===== src/rtl/writeback_address_generator.sv =====
// writeback_address_generator
//
// Captures read addresses issued by the LDPC message-memory address generator
// while node-processor reads are in flight, then replays them in order as
// write addresses when the processor returns results. Pulses frame_done with
// every FRAME_LEN-th write.
//
// Optional feature: define WBAG_BYPASS_EN to forward rd_addr straight to the
// write port when the FIFO is empty and a read and a result coincide.
// Without the macro, the read is stored and the result is flagged as underflow.

module writeback_address_generator #(
  parameter int DATA_WIDTH = 8,
  parameter int FIFO_DEPTH = 8,
  parameter int FRAME_LEN  = 12
) (
  input  logic                          clk,
  input  logic                          reset,
  input  logic                          clr,
  input  logic                          in_valid,
  input  logic [DATA_WIDTH-1:0]         rd_addr,
  input  logic                          res_valid,
  output logic                          full,
  output logic                          empty,
  output logic [$clog2(FIFO_DEPTH):0]   level,
  output logic                          wr_en,
  output logic [DATA_WIDTH-1:0]         wr_addr,
  output logic                          frame_done,
  output logic                          ovf,
  output logic                          unf
);

  localparam int                 PTR_W     = $clog2(FIFO_DEPTH);
  localparam int                 LVL_W     = PTR_W + 1;
  localparam logic [LVL_W-1:0]   DEPTH_LVL = LVL_W'(FIFO_DEPTH);
  localparam logic [15:0]        LAST_IDX  = 16'(FRAME_LEN - 1);

  // Pointers carry one extra wrap bit so their difference is the occupancy.
  logic [LVL_W-1:0]      wr_ptr;
  logic [LVL_W-1:0]      rd_ptr;
  logic [DATA_WIDTH-1:0] mem [FIFO_DEPTH];
  logic [15:0]           frame_cnt;

  logic                  push;
  logic                  pop;
  logic                  bypass;
  logic                  write_now;
  logic [DATA_WIDTH-1:0] write_data;

  assign level = wr_ptr - rd_ptr;
  assign full  = (level == DEPTH_LVL);
  assign empty = (level == '0);

  // Accept/reject decisions use start-of-cycle full/empty; clr suppresses both.
  always_comb begin
    bypass     = 1'b0;
    push       = 1'b0;
    pop        = 1'b0;
    write_now  = 1'b0;
    write_data = mem[rd_ptr[PTR_W-1:0]];
`ifdef WBAG_BYPASS_EN
    bypass     = !clr && empty && in_valid && res_valid;
`endif
    push       = !clr && in_valid && !full && !bypass;
    pop        = !clr && res_valid && !empty;
    write_now  = pop || bypass;
    if (bypass) begin
      write_data = rd_addr;
    end
  end

  // FIFO pointer update; reset and clr both drop every stored address.
  always_ff @(posedge clk or negedge reset) begin
    if (!reset) begin
      wr_ptr <= '0;
      rd_ptr <= '0;
    end else if (clr) begin
      wr_ptr <= '0;
      rd_ptr <= '0;
    end else begin
      if (push) begin
        wr_ptr <= wr_ptr + 1'b1;
      end
      if (pop) begin
        rd_ptr <= rd_ptr + 1'b1;
      end
    end
  end

  // Address storage; contents are only meaningful between the pointers.
  always_ff @(posedge clk) begin
    if (push) begin
      mem[wr_ptr[PTR_W-1:0]] <= rd_addr;
    end
  end

  // Registered write port and frame counter, one cycle after the pop.
  always_ff @(posedge clk or negedge reset) begin
    if (!reset) begin
      wr_en      <= 1'b0;
      wr_addr    <= '0;
      frame_done <= 1'b0;
      frame_cnt  <= '0;
    end else if (clr) begin
      wr_en      <= 1'b0;
      wr_addr    <= '0;
      frame_done <= 1'b0;
      frame_cnt  <= '0;
    end else begin
      wr_en      <= write_now;
      frame_done <= 1'b0;
      if (write_now) begin
        wr_addr <= write_data;
        if (frame_cnt == LAST_IDX) begin
          frame_cnt  <= '0;
          frame_done <= 1'b1;
        end else begin
          frame_cnt <= frame_cnt + 16'd1;
        end
      end
    end
  end

  // Sticky error flags, cleared only by reset or clr.
  always_ff @(posedge clk or negedge reset) begin
    if (!reset) begin
      ovf <= 1'b0;
      unf <= 1'b0;
    end else if (clr) begin
      ovf <= 1'b0;
      unf <= 1'b0;
    end else begin
      if (in_valid && full) begin
        ovf <= 1'b1;
      end
      if (res_valid && empty && !bypass) begin
        unf <= 1'b1;
      end
    end
  end

endmodule


===== config.mk =====
export PLATFORM = sky130hd
export DESIGN_NAME = writeback_address_generator
export DESIGN_NICKNAME = d
export VERILOG_FILES = /design/src/rtl/writeback_address_generator.sv
export SDC_FILE = /design/constraint.sdc
export NUM_CORES = 1
export LEC_CHECK = 0
export BUFFER_PORTS_ARGS = -buffer_cell sky130_fd_sc_hd__buf_2
export CAP_MARGIN = 20
export CORE_UTILIZATION = 34
export DETAILED_ROUTE_END_ITERATION = 7
export PLACE_DENSITY_LB_ADDON = 0.15
export SLEW_MARGIN = 25
export SYNTH_ARGS = -nofsm -noshare
export SYNTH_HDL_FRONTEND = slang
export SYNTH_SLANG_ARGS = --single-unit

===== constraint.sdc =====
create_clock -name clk -period 4.9 [get_ports clk]
set_input_delay 0.245 -clock clk [delete_from_list [all_inputs] [get_ports clk]]
set_output_delay 0.245 -clock clk [all_outputs]
set_load 0.005 [all_outputs]

==> metrics.md, run 1 <==
| Metric | Value |
|---|---|
| Synth Cell Area | `~4600 sq um` |
| Setup-failing EPs final | `0` |
| Worst Setup Start Kind | `register` |
| Core footprint | `roughly 13000 sq um` |
| EDFF count, synth | `64` |
| Worst Path Class, Setup | `reg2reg` |
| # hold bufs at CTS | `0` |
| Hpwl dp | `around 6300 microns` |
| Die Height | `roughly 120 microns` |
| Routed Antenna Nets | `0` |
| Ports | `31` |
| Die area | `around 14000 sq um` |
| Setup TNS | `0 ns` |
| Nets@finish | `just under 400` |
| Worst setup margin | `around 1.7 ns` |
| Total track usage | `around 15%` |
| Final Max Tran Viols | `0` |
| Area growth from synthesis to layout | `13.6%` |
| Top cells by area, synth | `edfxtp_1 (41%), dfrtp_1 (19%), mux4_2 (7.8%), a311oi_2 (2.6%), nand2_1 (2.6%)` |
| Largest net degree at the start of global routing | `38` |
| FP Rows | `42` |
| Yosys warns | `0` |
| Yosys reg bits | `100` |
| H-tree Lvls | `3` |
| Post-cts sizing count | `0` |
| Worst-Skew Late Latency | `0.34 ns` |
| Synth unique cells | `between 40 and 50` |
| Share of cells above drive strength 1 | `between 20% and 30%` |
| Top-area cell type share of the netlist area | `41.5%` |
| Hold Fails Final Rpt | `0` |
| Final WL | `9590 microns` |
| Vias/cell | `around 5.2` |
| 1st-iter DRT viols | `approximately 210` |
| Dpl ws | `1.43 ns` |
| Via count | `roughly 2.8k` |
| Clock Skew | `around 0.0040 ns` |
| Final Critical Period | `3.17 ns` |
| Post-CTS Setup Bufs | `0` |
| Initial antenna violation count | `0` |
| Clock Sinks | `100` |
| CTS tree | `built` |
| Grt ovf | `0` |
| Fin crit share | `approximately 65%` |
| Syn Inst Count | `around 340` |
| RSZ-0062 raised after global routing | `no` |
| Peak Freq | `316 MHz` |
| Biggest area consumer among synthesized cells | `edfxtp_1` |
| Power per standard cell area | `a little under 500 nW/um^2` |
| ANT cells | `0` |
| Layout filler cell count | `between 1k and 1.5k` |
| DR WL/cell | `roughly 18 microns` |
| Dpl cells | `about 530` |
| Relative slew margins | `38.8%` |
| CTS Buf Count | `9` |
| Root Buffer | `clkbuf_16` |
| Vias in the first global route | `around 2.9k` |
| Max-Cap Viols | `0` |
| Arr. time, crit path | `3.14 ns` |
| Pin slew with the least headroom to its limit | `just over 0.9 ns` |
| Seq/Total Area, Yosys | `between 60% and 70%` |
| Fraction of registers with async set or reset after synthesis | `36.0%` |
| CP Max Fanout | `14` |
| Primary FF master, synth | `edfxtp_1` |
| Mapped Nets | `355` |
| RePlAce Congestion | `0.728` |
| First-pass GRT wire length | `16000 microns` |
| CP Data Required Time | `4.88 ns` |
| CTS max path bufs | `2` |
| Worst-path clk slew | `roughly 0.070 ns` |
| Residual DRC count | `0` |
| Final std cells w/o fill | `545` |
| Drt pass-1 iters | `4` |
| Leak | `1.86 nW` |
| HP Class | `in2async` |
| Die Wd | `between 100 and 150 microns` |
| Port bufs | `30` |
| Flop2flop setup slack | `about 1.7 ns` |
| Post-Syn Area per Cell | `around 14 sq um` |
| Starting Density | `between 30% and 40%` |
| Outcome | `finished, final reports clean` |
| CP endpoint kind | `register` |
| Maximum vdd drop | `between 0.00015 and 0.0002 V` |
-- layer usage --
metal,part of all wire [%],track usage (%)
met4,1.3,6.01
met2,47,23.2
met5,0,0
met3,4.2,3.47
met1,47,20.4
-- logic make-up after synthesis --
logic type               after synthesis  share of synthesized area (%)
AO/OA/AOI/OAI                         56                           10.4
XOR/XNOR                               4                          0.756
adder cells (fa/ha/maj)                7                           2.05
buffers and inverters                 29                           3.67
flip-flops                           100                           60.9
multiplexers                          19                           8.45
AND/OR/NAND/NOR                      120                           13.8
-- layout make-up --
cell class | instances | area [sq um] | share of cell area (%)
Sequential cell | 100 | 2820 | 53.7
Timing Repair Buffer | 40 | 225 | 4.28
Clock buffer | 9 | 225 | 4.28
Tap cell | 176 | 220 | 4.19
Inverter | 9 | 33.8 | 0.642
Multi-Input combinational cell | 206 | 1670 | 31.7
Clock inverter | 5 | 63.8 | 1.21
-- power breakdown --
group	switching, mW	total [mW]	internal, mW
logic	0.473	0.800	0.327
clock network	0.305	0.699	0.394
registers	0.0506	1.04	0.985
total	0.829	2.53	1.71
-- synth_stat cells (7+ instances only) --
cell type   n
a311oi_2    8
nor2_1     23
mux4_2     16
nand3_1    12
a21oi_2     9
clkbuf_1    7
nand2_1    32
edfxtp_1   64
o21ai_0     9
inv_1       8
dfrtp_1    36
nor3_1     11
a21oi_1    12
-- per-stage QoR --
step                      instance area, sq um  hold slack [ns]  util, %  power, mW
after floorplan                           4630          -0.0506        -       1.66
after global placement                    4950            0.411     37.4       1.86
after detailed placement                  4950            0.412     37.4       1.87
after CTS                                 5240           0.0373     39.6       2.57
after global routing                      5260           0.0720     39.7       2.69
final                                     5260           0.0161     39.7       2.53
-- worst max-delay path: stages (launching register included) --
cell,delay [ns]
dfrtp_1,0.53
clkinv_1,0.34
ha_1,0.45
and3b_1,0.26
nor3_2,0.35
o31ai_4,0.22
nor4b_4,0.65
-- registers in the layout, summed over array words and instances, names as in the netlist --
register	flops
frame_cnt	16
mem	64
wr_ptr	4
frame_done	1
wr_en	1
ovf	1
unf	1
rd_ptr	4
wr_addr	8
-- worst paths after layout --
kind,startpoint,end,depth (start not counted)
worst min-delay path,reset,frame_cnt[15],1
worst max-delay path,rd_ptr[2],mem[4][0],6
max in group asynchronous,reset,frame_cnt[12],1
worst max register to register,rd_ptr[2],mem[4][0],6
min in group clk,rd_addr[1],mem[3][1],1
worst min register to register,ovf,ovf,2
-- cells in the final DEF, fill, tap and decap left out, types with 3 or more instances in the layout --
cell        n
buf_4      10
nand3_1    12
buf_2      30
o21ai_2     5
or4_1       6
nand4_1     3
a311oi_2    8
or3_1       4
clkbuf_16   9
edfxtp_1   64
and3_1      5
o21ai_0     9
nor3_1     11
nor4_1      6
a21oi_2     9
dfrtp_1    36
inv_1       8
a21oi_1    12
a31oi_1     4
ha_1        6
mux4_2     16
a32o_1      4
nand2_1    32
nor2_1     23
Power figures use the tool's default switching activity.
==> run 2: changes to the inputs <==
Settings changed: ABC_AREA set to 1.
Clock period 4.9 ns to 3.2 ns, I/O delays scaled along.
==> run 2 against run 1 <==
  * Combinational power increased by 84%
  * First-iteration DRC count decreased by 14%
  * Routed wire length increased by 23%
  * Fmax increased by 13%
  * Worst setup slack got worse by 1.3 ns
  * Sequential power increased by 58%
  * Die area increased by 4.0%
  * Register-to-register slack got worse by 1.3 ns
  * Worst hold slack improved by 0.065 ns
  * Core utilization decreased by 0.21 points
  * Non-clock buffer count increased by 4
  * Cell count increased by 37%
  * Largest cell class unchanged
  * Highest routed layer unchanged
==> metrics.md, run 2 <==
| Metric | Value |
|---|---|
| H-tree Lvls | `3 (unchanged)` |
| Post-CTS Setup Bufs | `0 (unchanged)` |
| Synth unique cells | `28 (-43%)` |
| Non-Filler Cell Area, Final | `5490 sq um (+4.3%)` |
| Top-area cell type share of the netlist area | `39.9% (-1.6 points)` |
| RePlAce Congestion | `0.841 (+16%)` |
| Post-Synth Adder-Cell Area | `1.97% (-0.079 points)` |
| Die Height | `121 microns (+2.0%)` |
| HP Class | `in2reg` |
| Via count | `3568 (+26%)` |
| Worst-path cell chain | `clkinv_1 > ha_1 > a21oi_2 > nand2_1 > nand2_2 > nand2_2 > nand2_1 > nand2_2 > nor3_1 > buf_4` |
| Most frequent cells in the layout | `nand2_1 (165), nand3_1 (68), edfxtp_1 (64)` |
| Die area | `14700 sq um (+4.0%)` |
| Mux cell area share after synthesis | `0% (-8.5 points)` |
| FP Rows | `43 (+2.4%)` |
| Setup TNS | `0 ns (unchanged)` |
| Simple-Gate Fraction of Synth Area | `28.5% (+15 points)` |
| CP Data Required Time | `3.26 ns (-1.62 ns)` |
| Core Util, Final | `39.5% (-0.21 points)` |
| Share of cells above drive strength 1 | `12.5% (-15 points)` |
| Max-Cap Viols | `0 (unchanged)` |
| Seq/Total Area, Yosys | `58.6% (-2.4 points)` |
| Starting Density | `34.7% (-0.27 points)` |
| Biggest area consumer among synthesized cells | `edfxtp_1` |
| Worst-path clk slew | `0.07 ns (about the same)` |
| Max reg flops | `64 (unchanged)` |
| Syn Inst Count | `528 (+58%)` |
| Dpl cells | `730 (+37%)` |
| Port bufs | `30 (unchanged)` |
| Relative slew margins | `42.0% (+3.1 points)` |
| Pin slew with the least headroom to its limit | `0.870 ns (-0.0478 ns)` |
| Nets@finish | `582 (+51%)` |
| Mapped Nets | `548 (+54%)` |
| Top cells by area, synth | `edfxtp_1 (40%), dfrtp_1 (19%), nand2_1 (13%), nand3_1 (7.1%), nor2_1 (4.0%)` |
| Root Buffer | `clkbuf_16` |
| Die Wd | `121 microns (+2.0%)` |
| ANT cells | `0 (unchanged)` |
| Outcome | `finished, final reports clean` |
| Largest net degree at the start of global routing | `37 (-2.6%)` |
| Setup-failing EPs final | `0 (unchanged)` |
| Yosys reg bits | `100 (unchanged)` |
| Initial antenna violation count | `0 (unchanged)` |
| Vias in the first global route | `3502 (+19%)` |
| Hold Fails Final Rpt | `0 (unchanged)` |
| Routed Antenna Nets | `0 (unchanged)` |
| CP endpoint kind | `register` |
| Most common library cells after synthesis | `nand2_1 (165), nand3_1 (68), edfxtp_1 (64), nor2_1 (52), inv_1 (43)` |
| Clock Sinks | `100 (unchanged)` |
| Worst Path Class, Setup | `reg2reg` |
| Flop2flop setup slack | `0.39 ns (-1.34 ns)` |
| Leak | `2.48 nW (+33%)` |
| Worst-Skew Late Latency | `0.35 ns (about the same)` |
| Synth Cell Area | `4820 sq um (+4.0%)` |
| Maximum vdd drop | `0.000420 V (+150%)` |
| Largest stage delay, worst path | `0.60 ns (-0.05 ns)` |
| Core footprint | `13900 sq um (+4.8%)` |
| Post-DP Area | `5170 sq um (+4.3%)` |
| Vias/cell | `4.78 (-7.8%)` |
| Fraction of registers with async set or reset after synthesis | `36.0% (unchanged)` |
| CP Max Fanout | `13 (-1)` |
| Most frequent cell after synthesis | `nand2_1` |
| Final WL | `11800 microns (+23%)` |
| Arr. time, crit path | `2.87 ns (-0.27 ns)` |
| Clock Skew | `0.00675 ns (+0.00276 ns)` |
| Post-layout total power | `4.23 mW (+67%)` |
| 1st-iter DRT viols | `184 (-14%)` |
| Final Max Tran Viols | `0 (unchanged)` |
| DR WL/cell | `15.8 microns (-10%)` |
| Peak Freq | `356 MHz (+13%)` |
| Slowest CP cell | `dfrtp_1` |
| Final std cells w/o fill | `747 (+37%)` |
| Final Critical Period | `2.81 ns (-0.358 ns)` |
| Commonest non-fill, non-tap cell in the layout | `nand2_1` |
| Xor/xnor cell area share of the yosys netlist | `1.64% (+0.88 points)` |
| Grt ovf | `0 (unchanged)` |
| Power per standard cell area | `772 nW/um^2 (+60%)` |
| Fin crit share | `87.8% (+23 points)` |
| CTS tree | `built` |
| Drt pass-1 iters | `4 (unchanged)` |
| Crit path top cell by count | `nand2_2` |
| Hpwl dp | `8130 microns (+30%)` |
| First-pass GRT wire length | `19000 microns (+19%)` |
| Residual DRC count | `0 (unchanged)` |
| Post-Syn Area per Cell | `9.13 sq um (-34%)` |
| Yosys warns | `0 (unchanged)` |
| CTS Buf Count | `9 (unchanged)` |
| Total track usage | `17.5% (+2.5 points)` |
| EDFF count, synth | `64 (unchanged)` |
| Area growth from synthesis to layout | `13.8%` |
| RSZ-0062 raised after global routing | `no` |
| CTS max path bufs | `2 (unchanged)` |
| Post-synthesis compound-gate area fraction | `3.19% (-7.2 points)` |
| Worst Setup Start Kind | `register` |
| Primary FF master, synth | `edfxtp_1` |
| Largest family of logic cells by synthesized area | `simple AND/OR/NAND/NOR gates` |
| Ports | `31 (unchanged)` |
[run 2: cell types whose count changed after synthesis, moves of 12 or more]
cell | previous run | this run
inv_1 | 8 | 43
mux4_2 | 16 | 0
nand2_1 | 32 | 165
nand3_1 | 12 | 68
nand4_1 | 3 | 15
nor2_1 | 23 | 52
o21ai_0 | 9 | 21
[run 2: metal layers]
metal | wire length [microns] | global-route usage [%]
met5 | 0 | 0
met4 | 206 | 4.86
met3 | 496 | 4.42
met2 | 5770 | 29.3
met1 | 5340 | 22.5
[run 2: kinds of logic (layout without fill, tap and decap cells)]
group                    count (synthesis)  count (layout)
AO/OA/AOI/OAI                           29              29
buffers and inverters                   66             105
AND/OR/NAND/NOR                        317             317
flip-flops                             100             100
XOR/XNOR                                 9               9
adder cells (fa/ha/maj)                  7               7
[run 2: final timing paths]
check | startpoint | endpoint | depth (start not counted)
worst min register to register | wr_addr[5] | wr_addr[5] | 2
worst max register to register | rd_ptr[2] | mem[5][0] | 10
worst max-delay path | rd_ptr[2] | mem[5][0] | 10
max in group asynchronous | reset | wr_addr[0] | 2
min in group asynchronous | reset | unf | 2
worst min-delay path | in_valid | ovf | 3
[run 2: through the flow]
step                worst slack, ns  hold slack [ns]
floorplan                     0.453           -0.136
global placement              0.473            0.322
detailed placement            0.400            0.312
CTS                           0.376           0.0724
global route                  0.125            0.103
finish                        0.391           0.0808
[run 2: repair_timing]
| action | CTS | global route |
|---|---|---|
| hold buffers | 1 | 0 |
| hold endpoints to repair | 36 | 0 |
| resized for setup | 0 | 0 |
[run 2: final cells by class]
cell class / count / area, sq um
multi-input cells: 362 / 1700
well taps: 180 / 225
flip-flops and latches: 100 / 2820
clock inverters: 7 / 82.6
inverters: 45 / 171
fillers: 1394 / 8400
clock buffers: 9 / 225
repair buffers: 44 / 258
[run 2: critical path, delay by kind of cell, from the launching register on]
family | cells | cell delay (ns)
simple gates | 6 | 0.78
compound gates | 1 | 0.21
buf+inv | 2 | 0.52
flops | 1 | 0.60
fa+ha+maj | 1 | 0.42
[run 2: power breakdown]
group	switching (mW)	internal, mW
Clock	0.496	0.620
Combinational	0.986	0.487
Sequential	0.113	1.53
Total	1.59	2.64
==> run 3: changes to the inputs <==
Settings changed: CORE_ASPECT_RATIO set to 0.7.
==> run 3 against run 2 <==
  * First-iteration DRC count is 100% higher
  * Die area is essentially flat
  * Worst hold slack gained 0.0010 ns
  * Combinational power hardly changed
  * Sequential share of layout area increased by 0.094 points
  * Worst setup slack better by 0.21 ns
  * Critical endpoint is now mem[4][2]
==> metrics.md, run 3 (same netlist as run 2, synthesis figures left out) <==
| Metric | Value |
|---|---|
| Post-layout total power | `4.17 mW (-1.4%)` |
| Post-DP Area | `5180 sq um (+0.27%)` |
| Residual DRC count | `0 (unchanged)` |
| Root Buffer | `clkbuf_16` |
| Vias in the first global route | `3322 (-5.1%)` |
| Worst-path clk slew | `0.07 ns (about the same)` |
| RSZ-0062 raised after global routing | `no` |
| CTS Buf Count | `9 (unchanged)` |
| Switch Pwr | `1.61 mW (+1.3%)` |
| Clock Sinks | `100 (unchanged)` |
| Final std cells w/o fill | `753 (+0.80%)` |
| HP Class | `in2reg` |
| Most frequent cells in the layout | `nand2_1 (165), nand3_1 (68), edfxtp_1 (64)` |
| Dpl cells | `736 (+0.82%)` |
| Relative slew margins | `33.4% (-8.5 points)` |
| Port bufs | `30 (unchanged)` |
| CP Data Required Time | `3.25 ns (about the same)` |
| Non-Filler Cell Area, Final | `5480 sq um (-0.18%)` |
| Clock power frac | `25.0% (-1.4 points)` |
| Pin slew with the least headroom to its limit | `0.997 ns (+0.128 ns)` |
| Combinational power share | `35.7% (+0.9 points)` |
| Peak Freq | `385 MHz (+8.2%)` |
| Starting Density | `35.7% (+1.0 points)` |
| Routed Antenna Nets | `0 (unchanged)` |
| Area growth from synthesis to layout | `13.6%` |
| FP Rows | `35 (-19%)` |
| Max reg flops | `64 (unchanged)` |
| Flop pwr share | `39.3% (+0.5 points)` |
| Clock Skew | `0.00859 ns (+0.00185 ns)` |
| CP endpoint kind | `register` |
| DR WL/cell | `16.2 microns (+2.7%)` |
| Setup-failing EPs final | `0 (unchanged)` |
| Internal power | `2.56 mW (-3.0%)` |
| ANT cells | `0 (unchanged)` |
| Vias/cell | `4.90 (+2.6%)` |
| Fin crit share | `81.2% (-6.6 points)` |
| Drt pass-1 iters | `7 (+3)` |
| First-pass GRT wire length | `19400 microns (+2.0%)` |
| CTS max path bufs | `2 (unchanged)` |
| Die Height | `102 microns (-16%)` |
| Grt ovf | `0 (unchanged)` |
| Die area | `14700 sq um (about the same)` |
| Die Wd | `144 microns (+19%)` |
| Outcome | `finished, final reports clean` |
| Final Critical Period | `2.60 ns (-0.212 ns)` |
| Maximum vdd drop | `0.000323 V (-23%)` |
| Worst-Skew Late Latency | `0.35 ns (about the same)` |
| Largest net degree at the start of global routing | `37 (unchanged)` |
| Total track usage | `18.2% (+0.65 points)` |
| RePlAce Congestion | `0.835 (-0.67%)` |
| Power per standard cell area | `762 nW/um^2 (-1.2%)` |
| Hpwl dp | `8690 microns (+7.0%)` |
| Final Max Tran Viols | `0 (unchanged)` |
| Arr. time, crit path | `2.65 ns (-0.22 ns)` |
| CP Max Fanout | `13 (unchanged)` |
| CTS tree | `built` |
| Leak | `2.47 nW (-0.31%)` |
| Layout filler cell count | `1373 (-1.5%)` |
| Setup TNS | `0 ns (unchanged)` |
| Post-cts sizing count | `0 (unchanged)` |
| Nets@finish | `583 (+0.17%)` |
| Switching share of power | `38.7% (+1.0 points)` |
| Core footprint | `13500 sq um (-2.8%)` |
| 1st-iter DRT viols | `372 (+100%)` |
| Worst Setup Start Kind | `register` |
| Via count | `3691 (+3.4%)` |
| Max-Cap Viols | `0 (unchanged)` |
| Core Util, Final | `40.6% (+1.1 points)` |
| Final WL | `12200 microns (+3.5%)` |
| Share of cells above drive strength 1 | `12.9% (+0.33 points)` |
| H-tree Lvls | `3 (unchanged)` |
| Ports | `31 (unchanged)` |
| Worst Path Class, Setup | `reg2reg` |
| Initial antenna violation count | `0 (unchanged)` |
| Commonest non-fill, non-tap cell in the layout | `nand2_1` |
| Hold Fails Final Rpt | `0 (unchanged)` |
==> run 3: changes by cell type in the layout (fill, tap and decap cells not counted), sizes merged <==
cell      before  now
buf           43   44
bufinv         1    0
clkinvlp       0    1
==> run 3: area by class of cell <==
| type | instances | area, sq um | area share [%] |
|---|---|---|---|
| Multi-Input combinational cell | 362 | 1700 | 31.1 |
| Sequential cell | 100 | 2820 | 51.6 |
| Tap cell | 185 | 231 | 4.23 |
| Inverter | 45 | 171 | 3.13 |
| Timing Repair Buffer | 45 | 265 | 4.84 |
| Clock inverter | 7 | 58.8 | 1.07 |
| Clock buffer | 9 | 225 | 4.11 |
==> run 3: path summary, 6_finish.rpt <==
path	from	endpoint	slack (ns)	cells past startpoint
setup / recovery	wr_ptr[0]	mem[4][2]	0.60	11
hold / removal	in_valid	ovf	0.08	3
setup reg to reg	wr_ptr[0]	mem[4][2]	0.60	11
hold reg to reg	wr_addr[0]	wr_addr[0]	0.52	2
max in group asynchronous	reset	frame_cnt[5]	2.24	2
min in group asynchronous	reset	frame_cnt[15]	0.44	2
==> run 3: per-layer routing <==
metal	up-vias	track usage, %	part of all wire, %	routed length [microns]
met5	-	0	0	0
met4	0	4.13	0.67	82
met3	10	4.02	7.2	884
met2	144	22.2	36	4440
met1	1723	30.8	56	6810
li1	1814	-	-	-
==> run 3: power by group through the flow <==
stage	clock [mW]	sequential, mW	combinational (mW)
after floorplan	0	1.64	1.01
after global placement	0	1.67	1.49
after detailed placement	0	1.66	1.49
after CTS	1.06	1.64	1.51
after global routing	1.12	1.66	1.69
final	1.04	1.64	1.49
==> run 3: per-stage QoR <==
stage | worst slack [ns] | hold slack [ns]
floorplan | 0.453 | -0.136
global placement | 0.669 | 0.323
detailed placement | 0.645 | 0.301
CTS | 0.602 | 0.0784
global route | 0.388 | 0.113
finish | 0.603 | 0.0819
==> run 3: repair_timing <==
item	in CTS	in global routing
endpoints found under the hold margin	36	0
buffers inserted	0	0
hold buffers	1	0
==> run 3: critical path, stage by stage, from the launching register on <==
cell and delay, ns:
dfrtp_1 0.45, inv_1 0.19, ha_1 0.18, inv_1 0.06
fa_1 0.50, inv_1 0.04, nand2_1 0.10, nor2_4 0.06
nand2_1 0.10, nand2_2 0.15, nor3_1 0.24, buf_4 0.22
